### src/rtl/wb_retire_stage_pkg.sv
// Shared pipeline package: default datapath widths and the write-back entry record.
// Stages import this so every stage agrees on the entry layout.
package wb_retire_stage_pkg;

    localparam int WB_DATA_W = 32;
    localparam int WB_PC_W   = 32;
    localparam int WB_AW     = 5;
    localparam int WB_DEPTH  = 2;

    typedef struct packed {
        logic [WB_PC_W-1:0]   pc;
        logic                 gr_we;
        logic [WB_AW-1:0]     dest;
        logic [WB_DATA_W-1:0] result;
    } wb_entry_t;

endpackage

### src/rtl/wb_retire_fifo.sv
// Circular retire queue: payload storage plus head/tail/count bookkeeping.
// Push and pop arrive already qualified by the stage; flush wins over both.
module wb_retire_fifo
    import wb_retire_stage_pkg::*;
#(
    parameter int  DEPTH   = WB_DEPTH,
    parameter type entry_t = wb_entry_t,
    localparam int PW      = $clog2(DEPTH),
    localparam int CW      = $clog2(DEPTH) + 1
) (
    input  logic          clk,
    input  logic          reset,
    input  logic          push,
    input  logic          pop,
    input  logic          flush,
    input  entry_t        wr_entry,
    output entry_t        entries [DEPTH],
    output logic [PW-1:0] head_ptr,
    output logic [CW-1:0] count
);

    entry_t        mem [DEPTH];
    logic [PW-1:0] tail_ptr;

    // DEPTH is a power of two, so pointer overflow is the modulo wrap.
    always_ff @(posedge clk or posedge reset) begin
        if (reset) begin
            head_ptr <= '0;
            tail_ptr <= '0;
            count    <= '0;
        end else if (flush) begin
            head_ptr <= '0;
            tail_ptr <= '0;
            count    <= '0;
        end else begin
            if (push) tail_ptr <= tail_ptr + PW'(1);
            if (pop)  head_ptr <= head_ptr + PW'(1);
            count <= count + CW'(push) - CW'(pop);
        end
    end

    // Payload is deliberately unreset; it is only observed through valid slots.
    always_ff @(posedge clk) begin
        if (push && !flush) mem[tail_ptr] <= wr_entry;
    end

    assign entries = mem;

endmodule

### src/rtl/wb_retire_stage.sv
// Write-back / retire stage: queues MEM results and drains them into the regfile
// write port, with a youngest-match bypass. WB_DEBUG_TRACE_EN adds the debug_wb_* trace ports.
module wb_retire_stage
    import wb_retire_stage_pkg::*;
#(
    parameter int  DATA_W = WB_DATA_W,
    parameter int  PC_W   = WB_PC_W,
    parameter int  AW     = WB_AW,
    parameter int  DEPTH  = WB_DEPTH,
    localparam int PW     = $clog2(DEPTH),
    localparam int CW     = $clog2(DEPTH) + 1
) (
    input  logic              clk,
    input  logic              reset,
    input  logic              ms2ws_valid,
    output logic              ws_allowin,
    input  logic [PC_W-1:0]   ms_pc,
    input  logic              ms_gr_we,
    input  logic [AW-1:0]     ms_dest,
    input  logic [DATA_W-1:0] ms_result,
    input  logic              rf_wready,
    output logic              rf_we,
    output logic [AW-1:0]     rf_waddr,
    output logic [DATA_W-1:0] rf_wdata,
    input  logic              ws_flush,
    output logic              ws_valid,
    output logic [CW-1:0]     ws_count,
    input  logic [AW-1:0]     byp_raddr,
    output logic              byp_hit,
    output logic [DATA_W-1:0] byp_data
`ifdef WB_DEBUG_TRACE_EN
   ,output logic [PC_W-1:0]   debug_wb_pc,
    output logic [3:0]        debug_wb_rf_we,
    output logic [AW-1:0]     debug_wb_rf_wnum,
    output logic [DATA_W-1:0] debug_wb_rf_wdata
`endif
);

    wb_entry_t     entries [DEPTH];
    wb_entry_t     head;
    wb_entry_t     ms_entry;
    logic [PW-1:0] head_ptr;
    logic          push;
    logic          pop;
    logic          unused_pc;

    // Handshakes: an item transfers on a cycle where its valid and the receiver's
    // ready (ws_allowin upstream, rf_wready downstream) are both high; a held
    // item keeps its payload stable until that cycle, and ws_flush cancels both.
    assign ws_valid   = (ws_count != '0);
    assign head       = entries[head_ptr];
    assign pop        = ws_valid && (!head.gr_we || rf_wready) && !ws_flush;
    assign ws_allowin = (ws_count < CW'(DEPTH)) || pop;
    assign push       = ms2ws_valid && ws_allowin && !ws_flush;

    assign ms_entry = '{pc: ms_pc, gr_we: ms_gr_we, dest: ms_dest, result: ms_result};

    wb_retire_fifo #(
        .DEPTH   (DEPTH),
        .entry_t (wb_entry_t)
    ) u_fifo (
        .clk      (clk),
        .reset    (reset),
        .push     (push),
        .pop      (pop),
        .flush    (ws_flush),
        .wr_entry (ms_entry),
        .entries  (entries),
        .head_ptr (head_ptr),
        .count    (ws_count)
    );

    // Address/data are zeroed while empty so stale payload never leaks out.
    assign rf_we    = ws_valid && head.gr_we && (head.dest != '0) && !ws_flush;
    assign rf_waddr = ws_valid ? head.dest   : '0;
    assign rf_wdata = ws_valid ? head.result : '0;

    // Scan oldest to youngest so the last match (youngest) wins.
    always_comb begin
        logic [PW-1:0] idx;
        idx      = '0;
        byp_hit  = 1'b0;
        byp_data = '0;
        for (int i = 0; i < DEPTH; i++) begin
            idx = head_ptr + PW'(i);
            if ((CW'(i) < ws_count) && entries[idx].gr_we &&
                (entries[idx].dest == byp_raddr) && (byp_raddr != '0)) begin
                byp_hit  = 1'b1;
                byp_data = entries[idx].result;
            end
        end
    end

    always_comb begin
        unused_pc = ^head.pc;
        for (int i = 0; i < DEPTH; i++) unused_pc = unused_pc ^ (^entries[i].pc);
    end

`ifdef WB_DEBUG_TRACE_EN
    assign debug_wb_pc       = head.pc;
    assign debug_wb_rf_we    = {4{rf_we && rf_wready}};
    assign debug_wb_rf_wnum  = rf_waddr;
    assign debug_wb_rf_wdata = rf_wdata;
`endif

endmodule

### config.mk
export PLATFORM = sky130hd
export DESIGN_NAME = wb_retire_stage
export DESIGN_NICKNAME = d
export VERILOG_FILES = /design/src/rtl/wb_retire_stage_pkg.sv /design/src/rtl/wb_retire_fifo.sv /design/src/rtl/wb_retire_stage.sv
export SDC_FILE = /design/constraint.sdc
export NUM_CORES = 1
export LEC_CHECK = 0
export ABC_CLOCK_PERIOD_IN_PS = 4000
export BUFFER_PORTS_ARGS = -buffer_cell sky130_fd_sc_hd__clkbuf_2
export CAP_MARGIN = 5
export CELL_PAD_IN_SITES_DETAIL_PLACEMENT = 1
export CELL_PAD_IN_SITES_GLOBAL_PLACEMENT = 1
export CORE_ASPECT_RATIO = 0.7
export CORE_MARGIN = 5
export CORE_UTILIZATION = 26
export CTS_BUF_LIST = sky130_fd_sc_hd__clkbuf_16
export DETAILED_ROUTE_END_ITERATION = 12
export PLACE_DENSITY_LB_ADDON = 0.12
export SLEW_MARGIN = 20
export SYNTH_ARGS = -nofsm -noshare
export SYNTH_HDL_FRONTEND = slang
export SYNTH_SLANG_ARGS = --single-unit
### constraint.sdc
create_clock -name clk -period 4 [get_ports clk]
set_input_delay 0.4 -clock clk [delete_from_list [all_inputs] [get_ports clk]]
set_output_delay 0.4 -clock clk [all_outputs]
set_load 0.03 [all_outputs]
---- After elaboration in Yosys (flattened, before gate mapping) ----
Index checks and enable logic that the tools add are counted.
word-level totals
  register bits ........................... 144
  bits in latches ......................... 0
  RAM bits ................................ 0
  ROM bits ................................ 0
  output and inout port bits .............. 75
  word-level logic and storage cells ...... 71
  memories kept ........................... 0
cells by class
  $add $sub $neg .......................... 4
  $mul .................................... 0
  div/mod/pow operators ................... 0
  magnitude comparators ................... 7
  eq/ne operators ......................... 2
  shifts and indexed selects .............. 0
  muxes and demuxes ....................... 20
  bitwise operators ....................... 3
  reductions and logical operators ........ 24
operators by type and width
  operator                                                  number
  two-way mux 38 bit                                        6
  bitwise mux 140 bit                                       1
  two-way mux 32 bit                                        3
  demux 70 bit (select 1 bit)                               1
  two-way mux 70 bit                                        1
  logical AND 1 bit                                         15
  equality test 5 bit                                       2
  nonzero test 5 bit                                        2
  greater-or-equal comparator 2 bit, second input constant  3
  two-way mux 1 bit                                         6
  NOT 1 -> 2 bit                                            3
  nonzero test 2 bit                                        3
  two-way mux 5 bit                                         1
  < comparator 1 x 2 -> 1 bit, first input constant         2
  adder 1 bit, second input constant                        2
  adder 2 x 1 -> 2 bit                                      1
  logical NOT 1 bit                                         2
  logical OR 1 bit                                          2
  < comparator 2 x 1 -> 1 bit, second input constant        1
  < comparator 2 bit, second input constant                 1
  two-way mux 2 bit                                         1
  subtractor 2 x 1 -> 2 bit                                 1

---- Logic depth before layout (Yosys ltp) ----
Gate-level depths: netlist (run 1).
  depth after elaboration ................. 14
  gate-level depth with buffers ........... 10
  depth with buffers taken out ............ 8

---- Cells and area by module ----
Synthesis (run 1) repeated with hierarchy kept, for this count alone.
second synthesis, totals
  cells, all modules ...................... 321
  area total of the unflattened synthesis .. 5666.7 sq um
modules (own cells, without submodules)
  module           instances  cells an instance  area an instance (sq um)  seq. area each (sq um)
  wb_retire_fifo   1          158                4414.2                    4304.1
  wb_retire_stage  1          163                1252.5                    0.0

---- Least setup slack after synthesis (run 1) ----
Ideal clock, no wire load.
  kind .................................... register to register
  from .................................... reg u_fifo.head_ptr
  to ...................................... reg u_fifo.mem (netlist bit u_fifo.entries[100]) (enable)
  arrival ................................. 3.821 ns
  slack ................................... -0.302 ns
  cell stages (with the launch flop) ...... 7
  path buffers ............................ 2
  path through ............................ dfrtp_1 -> buf_6 -> buf_6 -> mux2i_1 -> nor2_1 -> a21bo_2 -> nor3_1
between the ends
  word-level cells in the longest chain between the ends .. 12
ends and longest elaborated chain
  element                               line                   text
  start: declaration                    wb_retire_fifo.sv:18   output logic [PW-1:0] head_ptr,
  start signal: assignment              wb_retire_fifo.sv:37   if (pop) head_ptr <= head_ptr + PW'(1);
  NOT 1 -> 2 bit (implied by the code)  wb_retire_stage.sv:51  assign head = entries[head_ptr];
  two-way mux 38 bit (3 in a row)       --
  logical NOT 1 bit                     wb_retire_stage.sv:52  assign pop = ws_valid && (!head.gr_we || rf_wready) && !ws_flush;
  logical OR 1 bit                      wb_retire_stage.sv:52
  logical AND 1 bit (2 in a row)        wb_retire_stage.sv:52
  logical OR 1 bit                      wb_retire_stage.sv:53  assign ws_allowin = (ws_count < CW'(DEPTH)) || pop;
  logical AND 1 bit (2 in a row)        wb_retire_stage.sv:54  assign push = ms2ws_valid && ws_allowin && !ws_flush;
  logical AND 1 bit                     wb_retire_fifo.sv:44   if (push && !flush) mem[tail_ptr] <= wr_entry;
  end signal: indexed assignment        wb_retire_fifo.sv:44
  end: declaration                      wb_retire_fifo.sv:22   entry_t mem [DEPTH];
No other way between the ends. The select of a mux whose other input is x is not followed.
A chain may end at the register's enable or synchronous reset.

---- Final worst setup path (run 1) ----
  from .................................... reg u_fifo.head_ptr
  to ...................................... out byp_data[3]
between the ends
  word-level cells in the longest chain between the ends .. 9
ends and longest elaborated chain
  element                                                                            line                                                                 text
  adder 1 bit / NOT 1 -> 2 bit (equally long branches)                               --
  NOT 1 -> 2 bit (implied by the code) / two-way mux 38 bit (equally long branches)  wb_retire_stage.sv:86, wb_retire_stage.sv:87, wb_retire_stage.sv:89
  two-way mux 38 bit (implied by the code) (2 in a row)                              wb_retire_stage.sv:89                                                byp_data = entries[idx].result;
  two-way mux 38 bit (implied by the code) (tied with other cells)                   wb_retire_stage.sv:89
  equality test 5 bit / logical AND 1 bit (equally long branches)                    wb_retire_stage.sv:87, wb_retire_stage.sv:86
  logical AND 1 bit, on equally long branches                                        wb_retire_stage.sv:86, wb_retire_stage.sv:87
  logical AND 1 bit / two-way mux 32 bit (equally long branches)                     wb_retire_stage.sv:87, wb_retire_stage.sv:86
  two-way mux 32 bit *                                                               wb_retire_stage.sv:86                                                if ((CW'(i) < ws_count) && entries[idx].gr_we &&
  end: declaration                                                                   wb_retire_stage.sv:30                                                output logic [DATA_W-1:0] byp_data
Mark *: on every way between the ends. The rest lies on a longest branch, timed or not. The select of a mux whose other input is x is not followed.

==> results of run 1 <==
final cells by class:
cell class | count | area, um^2 | area share
Clock buffer | 9 | 225 | 0.0371
Timing Repair Buffer | 134 | 744 | 0.123
Multi-Input combinational cell | 347 | 2290 | 0.377
Tap cell | 242 | 303 | 0.0498
Inverter | 4 | 15.0 | 0.00247
Sequential cell | 80 | 2390 | 0.393
Clock inverter | 7 | 110 | 0.0181
power by group:
part           switching [mW]  leakage, nW  internal [mW]
registers               0.113        0.749          0.988
clock network           0.334        0.161          0.604
logic                    1.28         1.21          0.490
total                    1.72         2.12           2.08
logic make-up (layout without fill, tap and decap cells):
kind of cell,after synthesis,after routing,share of synthesized area
muxes,12,12,0.0245
buffers and inverters,60,154,0.0637
xor gates and xnor gates,13,13,0.0230
and+or+nand+nor,185,185,0.199
adders and majority gates,2,2,0.00506
DFF,80,80,0.482
AOI/OAI and AO/OA,135,135,0.204
metrics by stage:
step,instance area (um^2),std cells,worst slack (ns)
detailed placement,5730,806,0.567
floorplan,4950,487,0.872
CTS,6070,823,0.182
global placement,5730,806,0.655
global route,6080,823,0.0117
finish,6080,823,0.267
sequential cells by signal (all words and copies together) (netlist names):
register	flops
u_fifo.count	2
u_fifo.entries	76
u_fifo.head_ptr	1
u_fifo.tail_ptr	1
cell usage in the layout (no fill, tap or decap), types with 3 or more instances in the layout:
cell,Yosys,layout
a211o_1,32,32
o211ai_1,32,32
bufinv_16,0,3
xnor2_1,6,6
dfrtp_1,4,3
buf_4,6,7
a21oi_1,33,33
nor2_1,43,42
mux2i_1,11,11
nand2_1,33,33
edfxtp_1,76,76
inv_1,4,4
nor2b_1,33,33
clkbuf_2,0,122
buf_12,0,3
clkbuf_16,0,9
o21ai_0,3,3
nand4_1,33,33
xor2_1,7,7
o2111ai_1,32,32
nand2b_1,32,32
metal layers:
layer	up-vias	share of wire
met5	-	0.00082
met4	2	0.0092
met3	12	0.050
met2	101	0.48
met1	2169	0.46
li1	2035	-
worst max path at each step:
stage / startpoint / endpoint / depth (start not counted)
after floorplan: u_fifo.head_ptr / u_fifo.entries[100] / 6
after global placement: u_fifo.head_ptr / byp_data[21] / 7
after detailed placement: u_fifo.head_ptr / byp_data[21] / 7
after CTS: u_fifo.head_ptr / byp_data[21] / 7
after global routing: u_fifo.head_ptr / byp_data[3] / 7
final: u_fifo.head_ptr / byp_data[3] / 7
critical path: cells and delay by family (launching register included):
kind | cells | cell delay [ns]
compound gates | 1 | 0.29
simple gates | 2 | 0.93
xor+xnor | 1 | 0.23
flops | 1 | 0.75
buf+inv | 2 | 0.48
mux | 1 | 0.28
==> metrics, run 1 <==
Die Y=125 um; cell depth of the worst hold path=1; DRC viols=0; busiest metal layer after global routing=met2; cell types with the largest area share after synthesis=edfxtp_1, a211o_1, o2111ai_1; total overflow reported by the global router=0; largest fanout of any net on the critical path=47; TritonCTS clock tree=yes; worst hold path class=in -> reg; Inserted Diodes=0; primary flip-flop cell chosen by synthesis mapping=edfxtp_1; maximum clock insertion buffer count=2; number of CTS-inserted buffers=9; Crit Path Category=reg -> out; Hold Slack=0.253 ns; setup repair after global routing missed its margin=false; critical path arrival=roughly 3.3 ns; die area=0.0219 mm^2; max-slew violation count=0; clock edge transition at the registers on the reported setup and hold paths=roughly 0.060 ns; Setup crit end kind=primary output; largest area contributor in the netlist=edfxtp_1; met3 usage in global routing=0.0392; row count=42; startpoint of the worst register-to-register path=u_fifo.head_ptr; horizontal die dimension=roughly 170 um; Required @ worst endpoint=3.60 ns; effective utilization at floorplan=0.263; net count after synthesis=569; clock latency of the later-clocked register in the worst-skew pair=0.34 ns; highest achievable clock rate=about 270 MHz; post-route clock skew=0.00410 ns; slowest stage delay, CP=0.77 ns; worst hold start=ms_result[0]; cells along the critical path=mux2i_1, xor2_1, nand4b_1, buf_4, nor2_4, o211ai_1, clkbuf_2; Least-Margin Pin Slew=1.01 ns; worst r2r path cells=6; sum of routed wire length over all layers=15900 um; number of nets in the final layout=658; most instantiated cells after synthesis=edfxtp_1, nor2_1; number of top-level design ports=155; fin util=0.323; final hold violation count=0; remaining number of nets flagged by the antenna check after routing=0; synthesized instance count=487; Post-synth EDFFs=76; Final min period=3.73 ns; number of maximum-capacitance violations=0; overall global routing resource usage=0.143; core footprint=about 0.019 mm^2; Max VDD drop=0.258 mV; global-route track usage on met2=0.244; result of the run=finished clean; quantity of I/O buffers inserted on ports=122; buffer count from post-CTS setup fixing=0; largest net degree at the start of global routing=131; wire length of the first global-routing pass=24900 um; cell with the largest stage delay on the worst path=nor2_4; quantity of gates resized following cts=0; Root Buffer=clkbuf_16; Critical Path Source Type=flip-flop; total vias in the final route=4319; number of hold buffers added after CTS=1; area overhead of the layout relative to synthesis=22.8%; layout cells sized above 1=0.269; number of vias per cell after detailed routing=5.25; sum of internal, switching and leakage power=3.81 mW; R2R Path End=u_fifo.entries[37]; maximum level of the CTS H-tree=3; vias in the first global route=4571; Post-Synthesis Cell Area=0.00495 mm^2; distinct cell type count after synthesis=35; antenna violations before repair=1; fraction of registers with async set or reset after synthesis=0.0500; post-detailed-placement half-perimeter wirelength=10100 um; count of routing violations after the opening detailed-route iteration=161; r2r setup slk=0.88 ns; final routed wire length divided by cell count=19.4 um; static power due to leakage=2.12 nW; post-synthesis register bit count=80; Final setup viols=0; count of fill cells added during filler insertion=2184; relative max-transition margin=0.327; total negative slack=0 ns; power per cell area=626 mW/mm^2; post-synth top area share=0.461; global routing usage on met1=0.180; Avg Inst Size Synth=10.2 um^2; clock sink count=80; share of the clock period used by the worst path=0.933; sequential fraction of the synthesis area=0.482; RD Place Congestion=0.726; capture endpoint of the worst hold path=u_fifo.entries[0]; detailed-router iteration count before antenna repair=4; count of yosys warnings during synthesis=0; most frequent cell after synthesis=edfxtp_1
Power figures use the tool's default switching activity.
==> run 2: changes to the inputs <==
Settings changed: CORE_UTILIZATION 26 to 35, MAX_ROUTING_LAYER set to met4, TNS_END_PERCENT set to 10.
==> run 2 against run 1 <==
  * Wire length decreased by 9.2%
  * Clock-buffer cell count unchanged
  * Critical path depth unchanged
  * Final area decreased by 2.4%
  * Sequential power about the same
  * Cell count decreased by 6.4%
  * Via count decreased by 0.90%
  * Setup slack improved by 0.34 ns
  * First-iteration DRC count increased by 36%
  * Combinational power about the same
==> metrics, run 2 (same netlist as run 1, synthesis figures left out) <==
Root Buffer=clkbuf_16 (unchanged); die area=0.0167 mm^2 (was 0.0219 mm^2); quantity of gates resized following cts=0 (unchanged); sum of internal, switching and leakage power=3.54 mW (was 3.81 mW); final routed wire length divided by cell count=18.8 um (was 19.4 um); result of the run=finished clean (unchanged); share of the clock period used by the worst path=0.848 (was 0.933); remaining number of nets flagged by the antenna check after routing=0 (unchanged); wire length of the first global-routing pass=23200 um (was 24900 um); vias in the first global route=4447 (was 4571); total vias in the final route=4280 (was 4319); critical path arrival=2.99 ns (was 3.33 ns); clock edge transition at the registers on the reported setup and hold paths=0.06 ns (about the same); row count=36 (was 42); cells along the critical path=mux2i_1, xnor2_1, nor4_4, buf_12, nand4_1, o211ai_1, clkbuf_2 (was mux2i_1, xor2_1, nand4b_1, buf_4, nor2_4, o211ai_1, clkbuf_2); Crit Path Category=reg -> out (unchanged); clock sink count=80 (unchanged); layout cells sized above 1=0.264 (was 0.269); Worst path top cell family by delay=flip-flops (was simple AND/OR/NAND/NOR gates); Hold Slack=0.252 ns (was 0.253 ns); fin util=0.427 (was 0.323); Final min period=3.39 ns (was 3.73 ns); slowest stage delay, CP=0.75 ns (was 0.77 ns); maximum clock insertion buffer count=2 (unchanged); cell with the largest stage delay on the worst path=dfrtp_4 (was nor2_4); total overflow reported by the global router=0 (unchanged); number of buffer and inverter stages on the critical path=2 (unchanged); quantity of I/O buffers inserted on ports=122 (unchanged); DRC viols=0 (unchanged); highest achievable clock rate=295 MHz (was 268 MHz); leading cell type in the layout, fill and taps excluded=clkbuf_2 (unchanged); number of top-level design ports=155 (unchanged); static power due to leakage=2.09 nW (was 2.12 nW); setup repair after global routing missed its margin=false (unchanged); buffer count from post-CTS setup fixing=0 (unchanged); overall global routing resource usage=0.180 (was 0.143); number of CTS-inserted buffers=9 (unchanged); total negative slack=0 ns (unchanged); leading cell types in the layout, fill and taps excluded=clkbuf_2, edfxtp_1, nor2_1 (unchanged); detailed-router iteration count before antenna repair=4 (unchanged); Max VDD drop=0.256 mV (was 0.258 mV); number of maximum-capacitance violations=0 (unchanged); largest fanout of any net on the critical path=65 (was 47); TritonCTS clock tree=yes (unchanged); number of vias per cell after detailed routing=5.56 (was 5.25); horizontal die dimension=152 um (was 175 um); Critical Path Source Type=flip-flop (unchanged); number of hold buffers added after CTS=1 (unchanged); Die Y=109 um (was 125 um); Least-Margin Pin Slew=0.824 ns (was 1.01 ns); number of nets in the final layout=659 (was 658); Inserted Diodes=0 (unchanged); Final setup viols=0 (unchanged); largest net degree at the start of global routing=131 (unchanged); flip-flop count of the largest register after layout=76 (unchanged); worst hold path class=in -> reg (unchanged); sum of routed wire length over all layers=14500 um (was 15900 um); area overhead of the layout relative to synthesis=19.8% (was 22.8%); RD Place Congestion=0.793 (was 0.726); Required @ worst endpoint=3.60 ns (about the same); power per cell area=598 mW/mm^2 (was 626 mW/mm^2); max-slew violation count=0 (unchanged); core footprint=0.0139 mm^2 (was 0.0188 mm^2); count of routing violations after the opening detailed-route iteration=219 (was 161); clock latency of the later-clocked register in the worst-skew pair=0.33 ns (was 0.34 ns); Setup crit end kind=primary output (unchanged); effective utilization at floorplan=0.357 (was 0.263); final hold violation count=0 (unchanged); maximum level of the CTS H-tree=3 (unchanged); antenna violations before repair=0 (was 1); relative max-transition margin=0.451 (was 0.327); post-detailed-placement half-perimeter wirelength=9490 um (was 10100 um); post-route clock skew=0.00833 ns (was 0.00410 ns)
[run 2: changes by cell type in the layout (fill, tap and decap cells not counted), sizes merged]
cell      previous run  this run
inv                  4         7
buf                 11        12
clkinvlp             1         0
bufinv               3         0
clkinv               3         2
[run 2: stage by stage]
step                cell area [um^2]  cells  setup WS [ns]
finish                          5930    770          0.608
global route                    5930    770          0.415
CTS                             5920    770          0.597
detailed placement              5670    755          0.964
global placement                5670    755           1.01
floorplan                       4950    487          0.872
[run 2: worst paths after layout]
path,start,end,slack (ns),cells after the start
max reg2reg,u_fifo.head_ptr,u_fifo.entries[1],1.06,6
min in group asynchronous,reset,u_fifo.tail_ptr,0.50,3
min,ms_dest[4],u_fifo.entries[106],0.25,1
max in group asynchronous,reset,u_fifo.head_ptr,3.31,3
min reg2reg,u_fifo.tail_ptr,u_fifo.tail_ptr,0.62,2
max,u_fifo.head_ptr,byp_data[23],0.61,7
[run 2: cell type report]
class / instances / area (um^2)
clock inverters: 5 / 20.0
well taps: 190 / 238
fillers: 1603 / 7950
multi-input cells: 347 / 2290
inverters: 4 / 15.0
flip-flops and latches: 80 / 2390
repair buffers: 135 / 752
clock buffers: 9 / 225
[run 2: metal layers]
| metal | share of wire | up-vias | wire length (um) | global-route usage |
|---|---|---|---|---|
| met3 | 0.044 | 11 | 630 | 0.0421 |
| met1 | 0.47 | 2121 | 6760 | 0.226 |
| li1 | - | 2037 | - | - |
| met5 | 0 | - | 0 | - |
| met4 | 0.0082 | 0 | 119 | 0.0366 |
| met2 | 0.48 | 111 | 6960 | 0.301 |
[run 2: power breakdown]
group	switching, mW	internal, mW	leakage (nW)
clock	0.298	0.403	0.132
combinational	1.26	0.487	1.21
sequential	0.106	0.989	0.749
total	1.67	1.88	2.09
